### config.mk
export PLATFORM = sky130hd
export DESIGN_NAME = control_unit
export DESIGN_NICKNAME = d
export VERILOG_FILES = /design/src/rtl/fluxcore_pkg.sv /design/src/rtl/control_unit.sv
export SDC_FILE = /design/constraint.sdc
export NUM_CORES = 1
export LEC_CHECK = 0
export CORE_MARGIN = 8
export CORE_UTILIZATION = 45
export DETAILED_ROUTE_END_ITERATION = 10
export PLACE_DENSITY = 0.86
export SKIP_CTS_REPAIR_TIMING = 1
export SLEW_MARGIN = 20
export SYNTH_ARGS = -nofsm -noshare
export SYNTH_HDL_FRONTEND = slang
export SYNTH_SLANG_ARGS = --single-unit
### constraint.sdc
create_clock -name clk -period 4.6 [get_ports clk]
set_input_delay 0.92 -clock clk [delete_from_list [all_inputs] [get_ports clk]]
set_output_delay 0.92 -clock clk [all_outputs]
set_load 0.02 [all_outputs]
### src/rtl/fluxcore_pkg.sv
// Shared definitions for the fluxcore: opcodes, control FSM states and ALU mode codes.
// Imported by the control unit and the ALU so both agree on the encodings.
package fluxcore_pkg;

  typedef enum logic [3:0] {
    OpcNop = 4'h0,
    OpcAdd = 4'h1,
    OpcSub = 4'h2,
    OpcAnd = 4'h3,
    OpcOr  = 4'h4,
    OpcXor = 4'h5,
    OpcLdi = 4'h6,
    OpcJmp = 4'h7,
    OpcJz  = 4'h8,
    OpcJc  = 4'h9,
    OpcHlt = 4'hF
  } opcode_e;

  typedef enum logic [2:0] {
    StFetch,
    StDecode,
    StOperand,
    StExecute,
    StWriteback,
    StHalt
  } state_e;

  localparam logic [2:0] OP_ADD = 3'd1;
  localparam logic [2:0] OP_SUB = 3'd2;
  localparam logic [2:0] OP_AND = 3'd3;
  localparam logic [2:0] OP_OR  = 3'd4;
  localparam logic [2:0] OP_XOR = 3'd5;

  function automatic logic is_alu_op(input logic [3:0] opc);
    return opc inside {OpcAdd, OpcSub, OpcAnd, OpcOr, OpcXor};
  endfunction

  function automatic logic is_logic_op(input logic [3:0] opc);
    return opc inside {OpcAnd, OpcOr, OpcXor};
  endfunction

  // Two-byte instructions: the second byte is an immediate or a jump target.
  function automatic logic has_operand(input logic [3:0] opc);
    return opc inside {OpcLdi, OpcJmp, OpcJz, OpcJc};
  endfunction

  function automatic logic [2:0] alu_mode_of(input logic [3:0] opc);
    case (opc)
      OpcAdd:  return OP_ADD;
      OpcSub:  return OP_SUB;
      OpcAnd:  return OP_AND;
      OpcOr:   return OP_OR;
      OpcXor:  return OP_XOR;
      default: return OP_ADD;
    endcase
  endfunction

endpackage

### src/rtl/control_unit.sv
// Fluxcore control unit: fetch/decode FSM with PC, IR, operand and flag registers.
// Drives the external register file and registered ALU; memory uses a req/ack handshake.
module control_unit
  import fluxcore_pkg::*;
#(
  parameter int unsigned N = 8
) (
  input  logic         clk,
  input  logic         rst,
  output logic         mem_req,
  output logic [N-1:0] mem_addr,
  input  logic         mem_ack,
  input  logic [N-1:0] mem_rdata,
  output logic [1:0]   rf_raddr_a,
  output logic [1:0]   rf_raddr_b,
  input  logic [N-1:0] rf_rdata_a,
  input  logic [N-1:0] rf_rdata_b,
  output logic         rf_we,
  output logic [1:0]   rf_waddr,
  output logic [N-1:0] rf_wdata,
  output logic         alu_enable,
  output logic [2:0]   alu_mode,
  output logic [N-1:0] alu_a,
  output logic [N-1:0] alu_b,
  input  logic [N-1:0] alu_out,
  input  logic         alu_zero,
  input  logic         alu_carry,
  output logic         flag_z,
  output logic         flag_c,
  output logic         halted
);

  state_e       state_q, state_d;
  logic [N-1:0] pc_q, pc_d;
  logic [N-1:0] ir_q, ir_d;
  logic [N-1:0] opnd_q, opnd_d;
  logic         flag_z_q, flag_z_d;
  logic         flag_c_q, flag_c_d;

  logic [3:0]   opc;
  logic [1:0]   rd;
  logic [1:0]   rs;
  logic [N-1:0] pc_inc;

  assign opc    = ir_q[7:4];
  assign rd     = ir_q[3:2];
  assign rs     = ir_q[1:0];
  assign pc_inc = pc_q + N'(1);

  // State register
  always_ff @(posedge clk) begin
    if (rst) begin
      state_q <= StFetch;
    end else begin
      state_q <= state_d;
    end
  end

  // Next-state logic
  always_comb begin
    state_d = state_q;
    unique case (state_q)
      StFetch: begin
        if (mem_ack) state_d = StDecode;
      end
      StDecode: begin
        if (is_alu_op(opc)) begin
          state_d = StExecute;
        end else if (has_operand(opc)) begin
          state_d = StOperand;
        end else if (opc == OpcHlt) begin
          state_d = StHalt;
        end else begin
          state_d = StFetch;
        end
      end
      StOperand: begin
        if (mem_ack) state_d = StWriteback;
      end
      StExecute:   state_d = StWriteback;
      StWriteback: state_d = StFetch;
      StHalt:      state_d = StHalt;
      default:     state_d = StFetch;
    endcase
  end

  // Output logic
  always_comb begin
    mem_req    = 1'b0;
    alu_enable = 1'b0;
    rf_we      = 1'b0;
    rf_wdata   = alu_out;
    unique case (state_q)
      StFetch, StOperand: mem_req = 1'b1;
      StExecute:          alu_enable = 1'b1;
      StWriteback: begin
        if (is_alu_op(opc)) begin
          rf_we = 1'b1;
        end else if (opc == OpcLdi) begin
          rf_we    = 1'b1;
          rf_wdata = opnd_q;
        end
      end
      default: ;
    endcase
  end

  assign mem_addr   = pc_q;
  assign rf_raddr_a = rd;
  assign rf_raddr_b = rs;
  assign rf_waddr   = rd;
  assign alu_mode   = alu_mode_of(opc);
  assign alu_a      = rf_rdata_a;
  assign alu_b      = rf_rdata_b;
  assign flag_z     = flag_z_q;
  assign flag_c     = flag_c_q;
  assign halted     = (state_q == StHalt);

  // Datapath register updates
  always_comb begin
    pc_d     = pc_q;
    ir_d     = ir_q;
    opnd_d   = opnd_q;
    flag_z_d = flag_z_q;
    flag_c_d = flag_c_q;
    unique case (state_q)
      StFetch: begin
        if (mem_ack) begin
          ir_d = mem_rdata;
          pc_d = pc_inc;
        end
      end
      StOperand: begin
        if (mem_ack) begin
          opnd_d = mem_rdata;
          pc_d   = pc_inc;
        end
      end
      StWriteback: begin
        if (is_alu_op(opc)) begin
          flag_z_d = alu_zero;
          flag_c_d = is_logic_op(opc) ? 1'b0 : alu_carry;
        end
        case (opc)
          OpcJmp:  pc_d = opnd_q;
          OpcJz:   if (flag_z_q) pc_d = opnd_q;
          OpcJc:   if (flag_c_q) pc_d = opnd_q;
          default: ;
        endcase
      end
      default: ;
    endcase
  end

  always_ff @(posedge clk) begin
    if (rst) begin
      pc_q     <= '0;
      ir_q     <= '0;
      opnd_q   <= '0;
      flag_z_q <= 1'b0;
      flag_c_q <= 1'b0;
    end else begin
      pc_q     <= pc_d;
      ir_q     <= ir_d;
      opnd_q   <= opnd_d;
      flag_z_q <= flag_z_d;
      flag_c_q <= flag_c_d;
    end
  end

endmodule
==> results by group, run 1 <==
Status
  – Status: finished, final reports clean

Finish
  – Layout cells sized above 1: 9.49%
  – Antenna Cells: 0
  – Final core occ: 57.0%
  – Post-Layout Cell Count: 303
  – Syn-to-layout area delta: 22.8%
  – Layout Nets: 290

Detailed routing
  – Drt drc: 0
  – Drt pass-1 iters: 4
  – Routed WL per cell: 15.9 um
  – Antenna-violating nets left: 0
  – Vias per cell: 5.73
  – Total routed wirelength: 4830 um
  – Initial DRC count: 158
  – DR vias: 1735

Worst hold path
  – Worst hold path type: flip-flop to flip-flop

GRT
  – Largest net degree at the start of global routing: 19
  – Overflow after GRT: 0
  – Initial antenna violation count: 0
  – First-pass GRT wire length: 7980 um
  – Total GRT Usage: 15.3%
  – Number of global-route vias before repair: 1697

Worst setup path
  – CP required: 3.68 ns
  – Reg-to-reg slack, setup: 2.59 ns
  – Crit path kind: flip-flop to output port
  – Worst Path Max Fanout: 14
  – Critical path arrival: 2.77 ns
  – Crit start category: flip-flop
  – CP Capture Type: output port

Timing
  – Worst-Margin Slew: 0.656 ns
  – Final Hold Viols: 0
  – Final Cycle Share: 80.1%
  – RSZ-0062 raised after global routing: false
  – Final min period: 3.69 ns
  – Fmax: 271 MHz
  – Endpoints failing setup: 0
  – Worst Clk Skew: 0.00329 ns
  – TNS Setup: 0 ns
  – Max-slew violations: 0
  – Slew margin rel.: 56.1%
  – Post-route setup slack: 0.915 ns

Logic synthesis
  – Post-Syn Instances: 230
  – Dominant synthesized flop cell: dfxtp_1
  – Syn_area_per_cell: 8.08 um^2
  – Post-synthesis compound-gate area fraction: 23.4%
  – Mux share of post-synthesis cell area: 5.93%
  – Area contributors post-synth: dfxtp_1 (31%), buf_4 (8.9%), nand2_1 (8.5%), a21oi_1 (7.0%), mux2_2 (4.8%)
  – Post-synthesis sequential area ratio: 31.2%
  – Yosys cell types: 57
  – Simple-gate area share of the yosys netlist: 24.8%
  – Main combinational cell family by area after synthesis: simple AND/OR/NAND/NOR gates
  – Async set-reset flop share out of synthesis: 0%
  – Post-synth EDFFs: 0
  – Synthesized Nets: 268
  – Cell taking the most area after synthesis: dfxtp_1
  – Synthesized cell area: 0.00186 mm^2
  – Number of synthesized register bits: 29
  – Post-synthesis adder-cell area fraction: 0.673%
  – Post-Synth XOR/XNOR Area: 0.471%
  – Area share of the largest cell type after synthesis: 31.2%
  – Ys Warns: 0

Die
  – I/O pin count: 84
  – Core ar.: 0.00400 mm^2
  – Die span in x: 80.3 um
  – Effective utilization at floorplan: 46.4%
  – Rows: 23
  – Die Area: 0.00644 mm^2
  – Chip height: 80.3 um

Power
  – Int Pwr: 0.000441 W
  – Switching share of power: 30.3%
  – Clk pwr share: 31.7%
  – Combinational share of power: 22.3%
  – Lkg Pwr: 0.775 nW
  – Power density cells: 278 mW/mm^2
  – Peak VDD IR: 0.231 mV
  – Reg power frac: 46.1%
  – Switch Pwr: 0.000192 W
  – Power, Total: 0.000633 W

CTS
  – Num CTS Buffers: 5
  – TritonCTS Sinks: 29
  – CTS Buffer Depth: 2
  – CTS tree: done
  – H-tree levels: 2
  – Clock-pin slew on the worst setup and hold paths: 0.06 ns
  – Clock root cell: clkbuf_8
  – Clock Latency Late Sink: 0.28 ns

Placement
  – Setup WS pre-CTS: 1.26 ns
  – I/O Buffers: 51
  – Placed insts: 295
  – Dpl hpwl: 3590 um
  – GP Congestion: 0.864

Job
  – Max Cap Violations: 0
-- power by group through the flow --
stage	clock network [W]	registers (W)	logic, W
6_report	0.000201	0.000292	0.000141
5_1_grt	0.000215	0.000295	0.000154
4_1_cts	0.000203	0.000291	0.000142
3_5_place_dp	0	0.000296	0.000141
3_3_place_gp	0	0.000295	0.000139
2_1_floorplan	0	0.000285	0.000116
-- worst paths after layout --
kind,end,cells after the start,start
setup reg to reg,flag_c$_SDFFE_PP0P_,4,state_q[2]$_SDFFE_PP0P_
hold reg to reg,ir_q[1]$_SDFFE_PP0P_,2,ir_q[1]$_SDFFE_PP0P_
setup / recovery,rf_wdata[2],4,state_q[2]$_SDFFE_PP0P_
hold / removal,ir_q[1]$_SDFFE_PP0P_,2,ir_q[1]$_SDFFE_PP0P_
-- cells by family (layout without fill, tap and decap cells) --
logic type | after synthesis | count (layout)
AOI/OAI and AO/OA | 63 | 63
xor gates and xnor gates | 1 | 1
adders and majority gates | 1 | 1
buffers and inverters | 40 | 63
DFF | 29 | 29
muxes | 10 | 10
and+or+nand+nor | 86 | 86
-- cells in the mapped netlist (all sizes together), types with 3 or more instances --
master / number
nor3b: 5
a21oi: 28
nor2: 9
nand2b: 6
nand2: 42
nand3: 5
dfxtp: 29
o21ai: 6
or3b: 3
a2111oi: 3
clkbuf: 7
mux2: 8
o211ai: 3
a211oi: 4
buf: 30
inv: 3
o32ai: 3
-- area by class of cell --
class	instances	area, um^2
Tap cell	50	62.6
Clock buffer	8	80.1
Multi-Input combinational cell	161	1030
Inverter	3	11.3
Timing Repair Buffer	52	518
Sequential cell	29	581
Fill cell	353	1720
-- metal layers --
layer / GRT usage, % / up-vias / share of wire (%)
met3: 5.92 / 7 / 9.0
met5: 0 / - / 0
met2: 25.0 / 71 / 47
met4: 5.45 / 0 / 1.7
met1: 17.7 / 808 / 43
li1: - / 849 / -
-- cells in the final DEF, fill, tap and decap left out, drive strengths merged, types with 4 or more instances in the layout --
master	instances
a21oi	28
nand2b	6
mux2	8
nand3	5
nor3b	5
clkbuf	8
o21ai	6
dfxtp	29
a211oi	4
clkdlybuf4s50	51
nor2	9
nand2	42
-- flip-flops by register name (all words and copies together) (netlist names) --
register,count
flag_z,1
ir_q,8
mem_addr,8
opnd_q,8
state_q,3
flag_c,1
-- per-stage QoR --
| stage | instance area [um^2] | hold slack, ns |
|---|---|---|
| 2_1_floorplan | 1860 | 0.437 |
| 6_report | 2280 | 0.463 |
| 4_1_cts | 2280 | 0.459 |
| 3_3_place_gp | 2200 | 0.444 |
| 3_5_place_dp | 2200 | 0.450 |
| 5_1_grt | 2280 | 0.471 |
-- worst max-delay path, cell delays in order (launching register included) --
cell,delay (ns)
dfxtp_1,0.55
nor3b_4,0.59
nand4_2,0.39
mux2_2,0.34
clkdlybuf4s50_1,0.61
Power figures use the tool's default switching activity.
==> inputs of run 2 (changes only) <==
--- a/config.mk
+++ b/config.mk
@@ -6,9 +6,9 @@
 export NUM_CORES = 1
 export LEC_CHECK = 0
 export CORE_MARGIN = 8
-export CORE_UTILIZATION = 45
+export CORE_UTILIZATION = 42
 export DETAILED_ROUTE_END_ITERATION = 10
-export PLACE_DENSITY = 0.86
+export PLACE_DENSITY = 0.81
 export SKIP_CTS_REPAIR_TIMING = 1
 export SLEW_MARGIN = 20
 export SYNTH_ARGS = -nofsm -noshare
==> constraint.sdc (replaced) <==
create_clock -name clk -period 3.6 [get_ports clk]
set_input_delay 0.72 -clock clk [delete_from_list [all_inputs] [get_ports clk]]
set_output_delay 0.72 -clock clk [all_outputs]
set_load 0.02 [all_outputs]
==> run 2 against run 1 <==
  * Final cell count up 0.99%
  * Combinational power up 28%
  * Sequential power up 27%
  * Clock power up 28%
  * Clock skew about the same
  * Register-to-register slack worse by 0.84 ns
  * Routed wire length up 4.1%
  * Die area up 5.7%
==> results by group, run 2 (synthesis results as in run 1) <==
Power
  – Power density cells: 353 mW/mm^2
  – Lkg Pwr: 0.786 nW
  – Peak VDD IR: 0.265 mV
  – Power, Total: 0.000810 W

Placement
  – Dpl hpwl: 3820 um
  – GP Congestion: 0.864
  – I/O Buffers: 51
  – DP Area: 0.00221 mm^2

Timing
  – Fmax: 326 MHz
  – Final Hold Viols: 0
  – Worst Clk Skew: 0.00332 ns
  – RSZ-0062 raised after global routing: false
  – Worst-Margin Slew: 0.550 ns
  – Slew margin rel.: 63.3%
  – Final Cycle Share: 85.2%
  – Endpoints failing setup: 0
  – Final min period: 3.07 ns
  – TNS Setup: 0 ns
  – Max-slew violations: 0

GRT
  – First-pass GRT wire length: 7920 um
  – Initial antenna violation count: 0
  – Largest net degree at the start of global routing: 19
  – Overflow after GRT: 0
  – Number of global-route vias before repair: 1663
  – Total GRT Usage: 14.9%

Finish
  – Post-route cell area: 0.00229 mm^2
  – Commonest cells after routing, fill and taps aside: clkdlybuf4s50_1 (51), nand2_1 (42), dfxtp_1 (29)
  – Commonest non-fill, non-tap cell in the layout: clkdlybuf4s50_1
  – FF+latch area: 581 um^2
  – Syn-to-layout area delta: 23.4%
  – Layout Nets: 291
  – Multi-input logic area: 0.00103 mm^2
  – Layout cells sized above 1: 10.6%
  – Antenna Cells: 0
  – FILL cells: 404

Detailed routing
  – Vias per cell: 5.67
  – Routed WL per cell: 16.4 um
  – Drt pass-1 iters: 4
  – Antenna-violating nets left: 0
  – Total routed wirelength: 5020 um
  – Drt drc: 0
  – Initial DRC count: 141
  – DR vias: 1734

Die
  – I/O pin count: 84
  – Chip height: 82.5 um
  – Rows: 24
  – Die Area: 0.00681 mm^2
  – Effective utilization at floorplan: 43.3%
  – Die span in x: 82.5 um
  – Core ar.: 0.00429 mm^2

CTS
  – TritonCTS Sinks: 29
  – Clock Latency Late Sink: 0.28 ns
  – CTS Buffer Depth: 2
  – H-tree levels: 2
  – Num CTS Buffers: 5
  – CTS tree: done
  – Clock root cell: clkbuf_8
  – Clock-pin slew on the worst setup and hold paths: 0.06 ns

Worst setup path
  – R2R depth: 4
  – CP Capture Type: output port
  – Critical path arrival: 2.35 ns
  – Crit path kind: flip-flop to output port
  – Crit start category: flip-flop
  – Worst Path Max Fanout: 13
  – Reg-to-reg slack, setup: 1.75 ns
  – CP required: 2.88 ns
  – Crit Reg-Reg Startpoint: state_q[2]$_SDFFE_PP0P_
  – Critical R2R Capture: mem_addr[2]$_SDFFE_PP0P_

Worst hold path
  – Hold Path Sink: ir_q[0]$_SDFFE_PP0P_
  – Worst hold path type: flip-flop to flip-flop
  – Hold Path Depth: 2
  – Hold Startpoint: ir_q[0]$_SDFFE_PP0P_

Status
  – Status: finished, final reports clean

Job
  – Max Cap Violations: 0
[run 2: changes by cell type in the layout (fill, tap and decap cells not counted), sizes merged]
cell	delta
clkbuf	-2
buf	+1
clkinv	+2
[run 2: layout make-up]
type / instances / share of cell area [%]
well taps: 52 / 2.84
multi-input cells: 161 / 44.8
inverters: 3 / 0.491
clock buffers: 6 / 3.16
flip-flops and latches: 29 / 25.3
clock inverters: 2 / 0.436
repair buffers: 53 / 22.9
[run 2: per-layer routing]
metal,up-vias,GRT usage (%),wire [um]
li1,854,-,-
met1,792,17.2,2090
met2,77,23.6,2320
met3,11,6.60,524
met4,0,6.38,82
met5,-,0,0
[run 2: worst max-delay path by stage]
stage | to | slack, ns | start | depth (start not counted)
4_1_cts | rf_wdata[4] | 0.52 | state_q[2]$_SDFFE_PP0P_ | 4
3_5_place_dp | rf_wdata[2] | 0.84 | state_q[2]$_SDFFE_PP0P_ | 4
6_report | rf_wdata[4] | 0.53 | state_q[2]$_SDFFE_PP0P_ | 4
3_3_place_gp | rf_wdata[4] | 0.88 | state_q[2]$_SDFFE_PP0P_ | 4
5_1_grt | rf_wdata[4] | 0.38 | state_q[2]$_SDFFE_PP0P_ | 4
2_1_floorplan | rf_wdata[0] | 1.56 | state_q[0]$_SDFFE_PP0P_ | 4
[run 2: critical path: stages (launching register included)]
cell and delay, ns:
dfxtp_1 0.55, nor3b_4 0.29, nand4_2 0.30, mux2_2 0.33, clkdlybuf4s50_1 0.60
[run 2: metrics by stage]
| stage | std cells | util, % | setup slack, ns | hold WS, ns |
|---|---|---|---|---|
| 6_report | 306 | 53.4 | 0.533 | 0.471 |
| 5_1_grt | 306 | 53.4 | 0.384 | 0.486 |
| 4_1_cts | 306 | 53.4 | 0.522 | 0.471 |
| 3_5_place_dp | 298 | 51.5 | 0.838 | 0.461 |
| 3_3_place_gp | 298 | 51.5 | 0.879 | 0.445 |
| 2_1_floorplan | 230 | - | 1.56 | 0.437 |
[run 2: power by group]
part	internal [W]	switching, W
logic	0.0000897	0.0000914
registers	0.000338	0.0000348
clock network	0.000134	0.000123
==> inputs of run 3 (changes only) <==
--- a/config.mk
+++ b/config.mk
@@ -10,6 +10,7 @@
 export DETAILED_ROUTE_END_ITERATION = 10
 export PLACE_DENSITY = 0.81
 export SKIP_CTS_REPAIR_TIMING = 1
+export SKIP_LAST_GASP = 1
 export SLEW_MARGIN = 20
 export SYNTH_ARGS = -nofsm -noshare
 export SYNTH_HDL_FRONTEND = slang
==> results of run 3 <==
Same layout as run 2: the final DEF is identical, and so are final timing and power.
==> RTL edit, RTL diff (flow settings as in run 3) <==
Take the reset off `pc_q` and `ir_q` and load them in a clocked block of their own.
--- a/src/rtl/control_unit.sv
+++ b/src/rtl/control_unit.sv
@@ -154,18 +154,19 @@
 
   always_ff @(posedge clk) begin
     if (rst) begin
-      pc_q     <= '0;
-      ir_q     <= '0;
       opnd_q   <= '0;
       flag_z_q <= 1'b0;
       flag_c_q <= 1'b0;
     end else begin
-      pc_q     <= pc_d;
-      ir_q     <= ir_d;
       opnd_q   <= opnd_d;
       flag_z_q <= flag_z_d;
       flag_c_q <= flag_c_d;
     end
   end
 
+  always_ff @(posedge clk) begin
+    pc_q <= pc_d;
+    ir_q <= ir_d;
+  end
+
 endmodule
Behaviour: not the same (a bounded check fails within 4 cycles, from zero or initial values and one cycle with rst high).
==> RTL edit against run 3 <==
- sequential cell count unchanged
- final area decreased by 5.8%
- worst setup slack got worse by 0.25 ns
- fmax decreased by 7.5%
- area after synthesis decreased by 10%
- routed wire length decreased by 21%
- first-iteration DRC count decreased by 47%
- power increased by 16%
- highest routed layer unchanged
==> RTL edit: results (changes against run 3) <==
* 1st-iter DRT viols at 75 (-47%)
* Xor and xnor fraction of the mapped netlist area at 1.58% (+1.1 points)
* Clock skew at 0.00484 ns (+0.00152 ns)
* GPL Wtd Cong at 0.898 (+4.0%)
* Internal power at 685 µW (+22%)
* Worst-path clk slew at 0.07 ns
* Leak at 0.000741 µW (-5.7%)
* Slew margin rel. at 54.4% (-8.8 points)
* Met2 usage at 20.6% (-2.9 points)
* Drt total wl at 3950 µm (-21%)
* Mux contribution to synthesized area at 12.1% (+6.2 points)
* Layout cells sized above 1 at 12.8% (+2.2 points)
* Synth Area in Adders at 0.750% (+0.077 points)
* Critical Path Fanout Max at 11 (-2)
* H-tree depth at 2 (unchanged)
* Largest cells by area after synthesis: edfxtp_1, dfxtp_1, buf_4
* Vias per cell at 5.26 (-7.2%)
* Placed cell areas at 2030 µm² (-8.1%)
* Detail Placement HPWL at 3010 µm (-21%)
* Met1 usage at 14.2% (-3.0 points)
* Vias in the first global route at 1283 (-23%)
* Num CTS Buffers at 5 (unchanged)
* Most frequent cells after synthesis: buf_4, edfxtp_1, nand2_1, nor2_1, dfxtp_1
* Post-synth net total at 203 (-24%)
* Global Route Usage Sum at 12.8% (-2.2 points)
* # fillers at 375 (-7.2%)
* EDFF count, synth at 16 (+16)
* Final #Nets at 232 (-20%)
* Synth Area in Compound Gates at 6.60% (-17 points)
* Peak supply drop at 0.000250 V (-5.5%)
* Global routing usage on met3 at 6.21% (-0.39 points)
* Largest net degree at the start of global routing at 17 (-2)
* Status: complete, no violations
* Register area share after synthesis at 44.4% (+13 points)
* Ys flop type: edfxtp_1
* First-pass GRT wire length at 6300 µm (-20%)
* Yosys cell types at 38 (-33%)
[RTL edit: power groups by stage]
stage	clock network, µW	logic [µW]	registers (µW)
finish	340	183	418
global route	361	196	422
CTS	346	185	417
detailed placement	0	185	424
global placement	0	181	423
floorplan	0	125	424
[RTL edit: layout make-up]
| cell class | count | share of cell area [%] |
|---|---|---|
| clock inverter | 3 | 2.14 |
| tap | 50 | 2.90 |
| inverter | 2 | 0.347 |
| clock buffer | 5 | 3.18 |
| multi-input combinational | 102 | 32.5 |
| sequential | 29 | 34.3 |
| timing repair buffer | 54 | 24.7 |
[RTL edit: through the flow]
step | setup WS [ns] | instances | utilization (%)
floorplan | 1.11 | 165 | -
global placement | 0.403 | 235 | 51.9
detailed placement | 0.373 | 235 | 51.9
CTS | 0.0485 | 243 | 54.8
global route | 0.188 | 245 | 55.2
finish | 0.283 | 245 | 55.2
[RTL edit: logic make-up after synthesis]
| group | after synthesis |
|---|---|
| fa+ha+maj | 1 |
| xor+xnor | 3 |
| simple gates | 62 |
| compound gates | 17 |
| flops | 29 |
| buf+inv | 34 |
| mux | 19 |
[RTL edit: worst paths after layout]
| path | to | cells after the start | from | slack [ns] |
|---|---|---|---|---|
| setup / recovery | rf_wdata[4] | 5 | state_q[2]$_SDFFE_PP0P_ | 0.28 |
| hold / removal | flag_c$_SDFFE_PP0P_ | 2 | flag_c$_SDFFE_PP0P_ | 0.50 |
| setup reg to reg | mem_addr[1]$_DFFE_PP_ | 3 | state_q[2]$_SDFFE_PP0P_ | 1.22 |
| hold reg to reg | flag_c$_SDFFE_PP0P_ | 2 | flag_c$_SDFFE_PP0P_ | 0.50 |
[RTL edit: worst max-delay path, stage by stage, from the launching register on]
cell             delay, ns
dfxtp_1               0.49
or3b_1                0.53
nor4_4                0.20
buf_4                 0.20
mux2_2                0.34
clkdlybuf4s50_1       0.55
[RTL edit: per-layer routing]
metal  part of all wire (%)  up-vias
met5                      0        -
met4                    1.2        0
met3                     10        6
met2                     48       53
met1                     41      600
li1                       -      630
